**config.mk**
```make
export PLATFORM = sky130hd
export DESIGN_NAME = alu_result_collector_flat
export DESIGN_NICKNAME = d
export VERILOG_FILES = /design/src/rtl/alu_result_collector_if.sv /design/src/rtl/alu_result_collector.sv /design/src/flat_wrapper.sv
export SDC_FILE = /design/constraint.sdc
export NUM_CORES = 1
export LEC_CHECK = 0
export ABC_AREA = 1
export CORE_UTILIZATION = 46
export DETAILED_ROUTE_END_ITERATION = 10
export PLACE_DENSITY = 0.81
export SLEW_MARGIN = 20
export SYNTH_ARGS = -nofsm -noshare
export SYNTH_HDL_FRONTEND = slang
export SYNTH_SLANG_ARGS = --single-unit
export TNS_END_PERCENT = 50
```
**constraint.sdc**
```tcl
create_clock -name clk -period 1.5 [get_ports clk]
set_clock_uncertainty 0.1 [all_clocks]
set_input_delay 0.375 -clock clk [delete_from_list [all_inputs] [get_ports clk]]
set_output_delay 0.375 -clock clk [all_outputs]
set_load 0.02 [all_outputs]
```
**src/rtl/alu_result_collector_if.sv**
```systemverilog
// Bundle between a bit-serial 1-bit ALU slice and its result collector.
//
// Handshake: a slice result beat (Y1/Y0/Zero/Error) is transferred on
// every rising clk edge where bit_valid=1 and busy=1. busy is the ready
// side. There is no backpressure beyond busy, and beats sent while busy=0
// are dropped. start has priority over bit_valid.
//
// Optional build macro: COLLECT_OVERFLOW_EN adds the overflow signal.
interface alu_result_collector_if #(
  parameter int WIDTH = 8
);

  // Slice / controller -> collector
  logic             start;
  logic             bit_valid;
  logic             Y1;
  logic             Y0;
  logic             Zero;
  logic             Error;

  // Collector -> slice / controller
  logic             busy;
  logic             cin_next;
  logic [WIDTH-1:0] result;
  logic             carry_out;
  logic             zero_flag;
  logic             err;
  logic             done;
`ifdef COLLECT_OVERFLOW_EN
  logic             overflow;
`endif

  // Encoded FSM state, exposed for checkers
  logic [1:0]       dbg_state;

  modport master (
    output start,
    output bit_valid,
    output Y1,
    output Y0,
    output Zero,
    output Error,
    input  busy,
    input  cin_next,
    input  result,
    input  carry_out,
    input  zero_flag,
    input  err,
    input  done,
`ifdef COLLECT_OVERFLOW_EN
    input  overflow,
`endif
    input  dbg_state
  );

  modport slave (
    input  start,
    input  bit_valid,
    input  Y1,
    input  Y0,
    input  Zero,
    input  Error,
    output busy,
    output cin_next,
    output result,
    output carry_out,
    output zero_flag,
    output err,
    output done,
`ifdef COLLECT_OVERFLOW_EN
    output overflow,
`endif
    output dbg_state
  );

endinterface

```
**src/rtl/alu_result_collector.sv**
```systemverilog
// Result collector for the bit-serial 1-bit ALU slice.
//
// Takes one slice beat per accepted bit_valid, shifts the sum bits in
// LSB-first to form a WIDTH-bit word, and feeds the latest carry back
// to the slice through cin_next. At the end of a word it pulses done
// for one cycle with the word, final carry, zero and error flags.
// An Error beat or a Zero flag that disagrees with Y1:Y0 ends the word
// early with err=1.
//
// Optional build macro: COLLECT_OVERFLOW_EN adds a signed overflow flag
// (carry into the MSB xor carry out of the MSB).
module alu_result_collector #(
  parameter int WIDTH = 8
) (
  input  logic                  clk,
  input  logic                  reset,
  alu_result_collector_if.slave bus
);

  localparam int CW = $clog2(WIDTH + 1);
  localparam logic [CW-1:0] LAST_CNT = CW'(WIDTH - 1);
  localparam logic [CW-1:0] MSB_CIN_CNT = CW'(WIDTH - 2);

  typedef enum logic [1:0] {
    S_IDLE    = 2'd0,
    S_COLLECT = 2'd1,
    S_DONE    = 2'd2
  } state_t;

  state_t           state;
  state_t           state_nx;

  logic [CW-1:0]    cnt;
  logic [WIDTH-1:0] result_q;
  logic             cin_q;
  logic             carry_q;
  logic             zero_q;
  logic             err_q;

  // Beat qualification. start wins over a simultaneous beat.
  logic             accept;
  logic             shift_en;
  logic             slice_err;
  logic             incons;
  logic             last_beat;
  logic             finish;
  logic [WIDTH-1:0] result_sh;

  assign accept    = (state == S_COLLECT) && bus.bit_valid && !bus.start;
  // An Error beat is never shifted in; every other accepted beat is.
  assign shift_en  = accept && !bus.Error;
  assign slice_err = accept && bus.Error;
  // Zero must mean Y1:Y0 == 00; a disagreement is an error, but the
  // beat itself is still kept in the partial word.
  assign incons    = shift_en && bus.Zero && (bus.Y1 || bus.Y0);
  assign last_beat = shift_en && (cnt == LAST_CNT);
  assign finish    = slice_err || incons || last_beat;
  assign result_sh = {bus.Y0, result_q[WIDTH-1:1]};

  // State register
  always_ff @(posedge clk or posedge reset) begin
    if (reset) begin
      state <= S_IDLE;
    end else begin
      state <= state_nx;
    end
  end

  // Next-state logic
  always_comb begin
    state_nx = state;
    case (state)
      S_IDLE: begin
        if (bus.start) state_nx = S_COLLECT;
      end
      S_COLLECT: begin
        if (bus.start)   state_nx = S_COLLECT;
        else if (finish) state_nx = S_DONE;
      end
      S_DONE: begin
        // DONE is always exactly one cycle; start here skips IDLE.
        if (bus.start) state_nx = S_COLLECT;
        else           state_nx = S_IDLE;
      end
      default: state_nx = S_IDLE;
    endcase
  end

  // Word accumulation, carry feedback and completion flags
  always_ff @(posedge clk or posedge reset) begin
    if (reset) begin
      cnt      <= '0;
      result_q <= '0;
      cin_q    <= 1'b0;
      carry_q  <= 1'b0;
      zero_q   <= 1'b0;
      err_q    <= 1'b0;
    end else if (bus.start) begin
      cnt      <= '0;
      result_q <= '0;
      cin_q    <= 1'b0;
      carry_q  <= 1'b0;
      zero_q   <= 1'b0;
      err_q    <= 1'b0;
    end else if (shift_en) begin
      result_q <= result_sh;
      cin_q    <= bus.Y1;
      cnt      <= cnt + CW'(1);
      if (incons) begin
        // Early abort: carry/zero stay at their cleared value of 0.
        err_q <= 1'b1;
      end else if (last_beat) begin
        carry_q <= bus.Y1;
        zero_q  <= (result_sh == '0);
      end
    end else if (slice_err) begin
      err_q <= 1'b1;
    end
  end

`ifdef COLLECT_OVERFLOW_EN
  logic cin_msb_q;
  logic ovf_q;

  // Capture the carry into the MSB and form overflow on a clean finish
  always_ff @(posedge clk or posedge reset) begin
    if (reset) begin
      cin_msb_q <= 1'b0;
      ovf_q     <= 1'b0;
    end else if (bus.start) begin
      cin_msb_q <= 1'b0;
      ovf_q     <= 1'b0;
    end else if (shift_en && !incons) begin
      // Beat WIDTH-1 produces the carry into bit WIDTH-1.
      if (cnt == MSB_CIN_CNT) cin_msb_q <= bus.Y1;
      if (last_beat)          ovf_q     <= cin_msb_q ^ bus.Y1;
    end
  end

  assign bus.overflow = ovf_q;
`else
  // Keeps the unused constant referenced in builds without overflow.
  logic unused_msb_cnt;
  assign unused_msb_cnt = ^MSB_CIN_CNT;
`endif

  assign bus.busy      = (state == S_COLLECT);
  assign bus.done      = (state == S_DONE);
  assign bus.cin_next  = cin_q;
  assign bus.result    = result_q;
  assign bus.carry_out = carry_q;
  assign bus.zero_flag = zero_q;
  assign bus.err       = err_q;
  assign bus.dbg_state = state;

endmodule

```
**src/flat_wrapper.sv**
```systemverilog
// flat-port wrapper written by rule: the top's interface ports become plain ports
module alu_result_collector_flat 
#(
  parameter int WIDTH = 8
)
  (clk, reset, bus_start, bus_bit_valid, bus_Y1, bus_Y0, bus_Zero, bus_Error, bus_busy, bus_cin_next, bus_result, bus_carry_out, bus_zero_flag, bus_err, bus_done, bus_dbg_state);
  alu_result_collector_if #(.WIDTH(WIDTH)) bus_i ();
  input  logic clk;
  input  logic reset;
  input wire logic [$bits(bus_i.start)-1:0] bus_start;
  input wire logic [$bits(bus_i.bit_valid)-1:0] bus_bit_valid;
  input wire logic [$bits(bus_i.Y1)-1:0] bus_Y1;
  input wire logic [$bits(bus_i.Y0)-1:0] bus_Y0;
  input wire logic [$bits(bus_i.Zero)-1:0] bus_Zero;
  input wire logic [$bits(bus_i.Error)-1:0] bus_Error;
  output wire logic [$bits(bus_i.busy)-1:0] bus_busy;
  output wire logic [$bits(bus_i.cin_next)-1:0] bus_cin_next;
  output wire logic [$bits(bus_i.result)-1:0] bus_result;
  output wire logic [$bits(bus_i.carry_out)-1:0] bus_carry_out;
  output wire logic [$bits(bus_i.zero_flag)-1:0] bus_zero_flag;
  output wire logic [$bits(bus_i.err)-1:0] bus_err;
  output wire logic [$bits(bus_i.done)-1:0] bus_done;
  output wire logic [$bits(bus_i.dbg_state)-1:0] bus_dbg_state;
  assign bus_i.start = bus_start;
  assign bus_i.bit_valid = bus_bit_valid;
  assign bus_i.Y1 = bus_Y1;
  assign bus_i.Y0 = bus_Y0;
  assign bus_i.Zero = bus_Zero;
  assign bus_i.Error = bus_Error;
  assign bus_busy = bus_i.busy;
  assign bus_cin_next = bus_i.cin_next;
  assign bus_result = bus_i.result;
  assign bus_carry_out = bus_i.carry_out;
  assign bus_zero_flag = bus_i.zero_flag;
  assign bus_err = bus_i.err;
  assign bus_done = bus_i.done;
  assign bus_dbg_state = bus_i.dbg_state;
  alu_result_collector #(.WIDTH(WIDTH)) u_core (.clk(clk), .reset(reset), .bus(bus_i));
endmodule
```
==> out/qor.yml <==
gr-total-overflow: 0
critPathMaxStageDelay_ns: 0.39
leakage_nw: 0.643
numCtsBuffers: 3
dieArea_um2: 2100
drt-met1-wl_um: 869
drv_cap: 0
root_buffer: "clkbuf_4"
cellPowerDensity_nw_per_um2: 760
path_cells: "dlygate4sd2_1"
port_buffers: 23
antenna_found_initial: 0
synth_top_family_by_area: "simple AND/OR/NAND/NOR gates"
syn-num-nets: 111
drt-vias-per-instance: 4.82
tightestPinTransition_ns: 0.231
ctsLongestPathBuffers: 2
critPathTopFamily: "flip-flops"
yosys.area.top_type: "dfrtp_1"
dr_wl_met2_um: 952
routabilityCongestion: 0.774
crit_required_ns: 1.02
synth_fa_ha_area_share_pct: 1.42
mostFrequentLayoutCell: "dfrtp_1"
peakVddDrop_mv: 0.763
maxSlewViolCount: 0
synth.area.mux_share_pct: 0
preCtsSetupSlack_ns: -0.250
drc: 0
synth_cell_type_count: 19
drt_pass1_iterations: 4
status: "complete, no violations"
worstPathMaxFanout: 2
cp-startpoint: "u_core.bus.result[2]"
setup_ws_ns: 0.0215
synth_top_area_share_pct: 51.0
core_um2: 1760
critical_path.slowest_cell: "dfrtp_1"
syn_to_final_growth_pct: 43.3
fin_setup_tns_ns: 0
crit_end: "bus_result[2]"
synth_cells: 102
grt_pass1_wl_mm: 3.06
rr_endpoint: "u_core.bus.dbg_state[0]"
max_slew_margin_pct: 84.6
grt_usage_pct: 21.0
rows: 15
crit_path_start_kind: "flip-flop"
drive_gt1_share_pct: 25.2
io_pins: 24
route.top_layer_used: "met4"
num_antenna_cells: 0
die_w_um: 45.8
dr_wl_met3_um: 88
r2r-start: "u_core.bus.dbg_state[1]"
grt_max_degree: 19
ant_nets: 0
finalCritPeriodShare_pct: 98.6
vias: 790
nNetsFinal: 149
synth-compound-area-share_pct: 9.92
finalHoldViolations: 0
clk_latency_ns: 0.30
cts_tree: "built"
dieHeight_um: 45.8
cts_sinks: 18
start_util_pct: 50.1
report.final.setup_viol: 0
synth_area_leaders: "dfrtp_1 (51%), inv_1 (8.1%), nand2_1 (6.8%)"
worstSetupPathType: "flip-flop to primary output"
seq_area_frac_synth_pct: 51.0
synth_xor_area_share_pct: 0
reg2reg_depth: 9
min_path_type: "primary input to async pin"
max_freq_mhz: 676
arrival_ns: 1.00
regToRegSetupSlack_ns: 0.12
syn-cell-area_um2: 883
rsz0062_at_grt: "yes"
clkTransAtPathRegs_ns: 0.10
hpwl_mm: 1.40
mostFrequentLayoutCells: "dfrtp_1 (18), inv_1 (17), nand2_1 (16)"
cp.depth: 1
yosys.area_share.simple_pct: 27.5
yosysWarnings: 0
crit_path_end_kind: "primary output"
grt_pass1_vias: 714
min_period_ns: 1.48
cp_num_buf_inv: 1
finalWirelength_mm: 1.93
synth-seq-cells: 18
drtIter0Drc: 11
wl_per_cell_um: 11.8
htree_levels: 1
synth_area_per_cell_um2: 8.66
[logic make-up after synthesis]
| group | count (synthesis) |
|---|---|
| AO/OA/AOI/OAI | 14 |
| adder cells (fa/ha/maj) | 1 |
| buffers and inverters | 22 |
| flip-flops | 18 |
| AND/OR/NAND/NOR | 47 |
[registers in the layout, summed over array words and instances, names as in the netlist]
| name | cells |
|---|---|
| u_core.cnt | 4 |
| u_core.bus.cin_next | 1 |
| u_core.bus.err | 1 |
| u_core.bus.result | 8 |
| u_core.bus.carry_out | 1 |
| u_core.bus.zero_flag | 1 |
| u_core.bus.dbg_state | 2 |
[synth_stat cells]
cell type,instances
nor2_1,8
ha_1,1
nand2_2,3
nor2_4,3
nor3_1,2
o22ai_1,7
nand3_1,11
nor2_2,1
buf_6,1
o21ai_1,4
dfrtp_1,18
o21ai_2,1
a21boi_1,1
inv_2,2
inv_1,19
o31ai_1,1
nand2_1,16
nand2_4,2
nand4_1,1
[power breakdown]
part / switching (mW) / internal, mW
clock: 0.150 / 0.148
combinational: 0.0889 / 0.0731
sequential: 0.00731 / 0.495
[cell type report]
type / instances / area [µm²]
clock buffers: 4 / 36.3
flip-flops and latches: 18 / 450
well taps: 25 / 31.3
repair buffers: 33 / 307
multi-input cells: 63 / 363
fillers: 153 / 498
inverters: 21 / 78.8
[worst min path at each step]
stage,startpoint,end,slack (ns),cells after the start
floorplan,reset,u_core.bus.carry_out,0.21,1
global placement,u_core.bus.err,u_core.bus.err,0.37,2
detailed placement,u_core.bus.err,u_core.bus.err,0.38,2
CTS,reset,u_core.bus.result[4],0.29,3
global route,reset,u_core.bus.result[5],0.33,3
finish,reset,u_core.bus.result[4],0.29,3
[what timing repair did]
action                                 4_1_cts  5_1_grt
hold buffers                                 0        0
setup endpoints to repair                   16       14
gates resized for setup                     31       15
gates cloned                                 0        1
endpoints found under the hold margin        0        0
pin swaps                                    0        1
buffers inserted                             0        2
[per-layer routing]
metal	GRT usage [%]	vias up
li1	-	402
met2	36.9	22
met4	10.6	0
met5	0	-
met3	2.38	2
met1	25.3	364
[per-stage QoR]
step	cell area (µm²)	hold slack (ns)	power, mW	instances	utilization (%)
after floorplan	883	0.214	0.588	102	-
after global placement	1210	0.373	0.666	157	68.4
after detailed placement	1210	0.380	0.669	157	68.4
after CTS	1220	0.287	0.962	161	69.1
after global routing	1270	0.326	1.00	164	71.8
final	1270	0.285	0.963	164	71.8
Note: power is estimated with default switching activity, not from simulation.
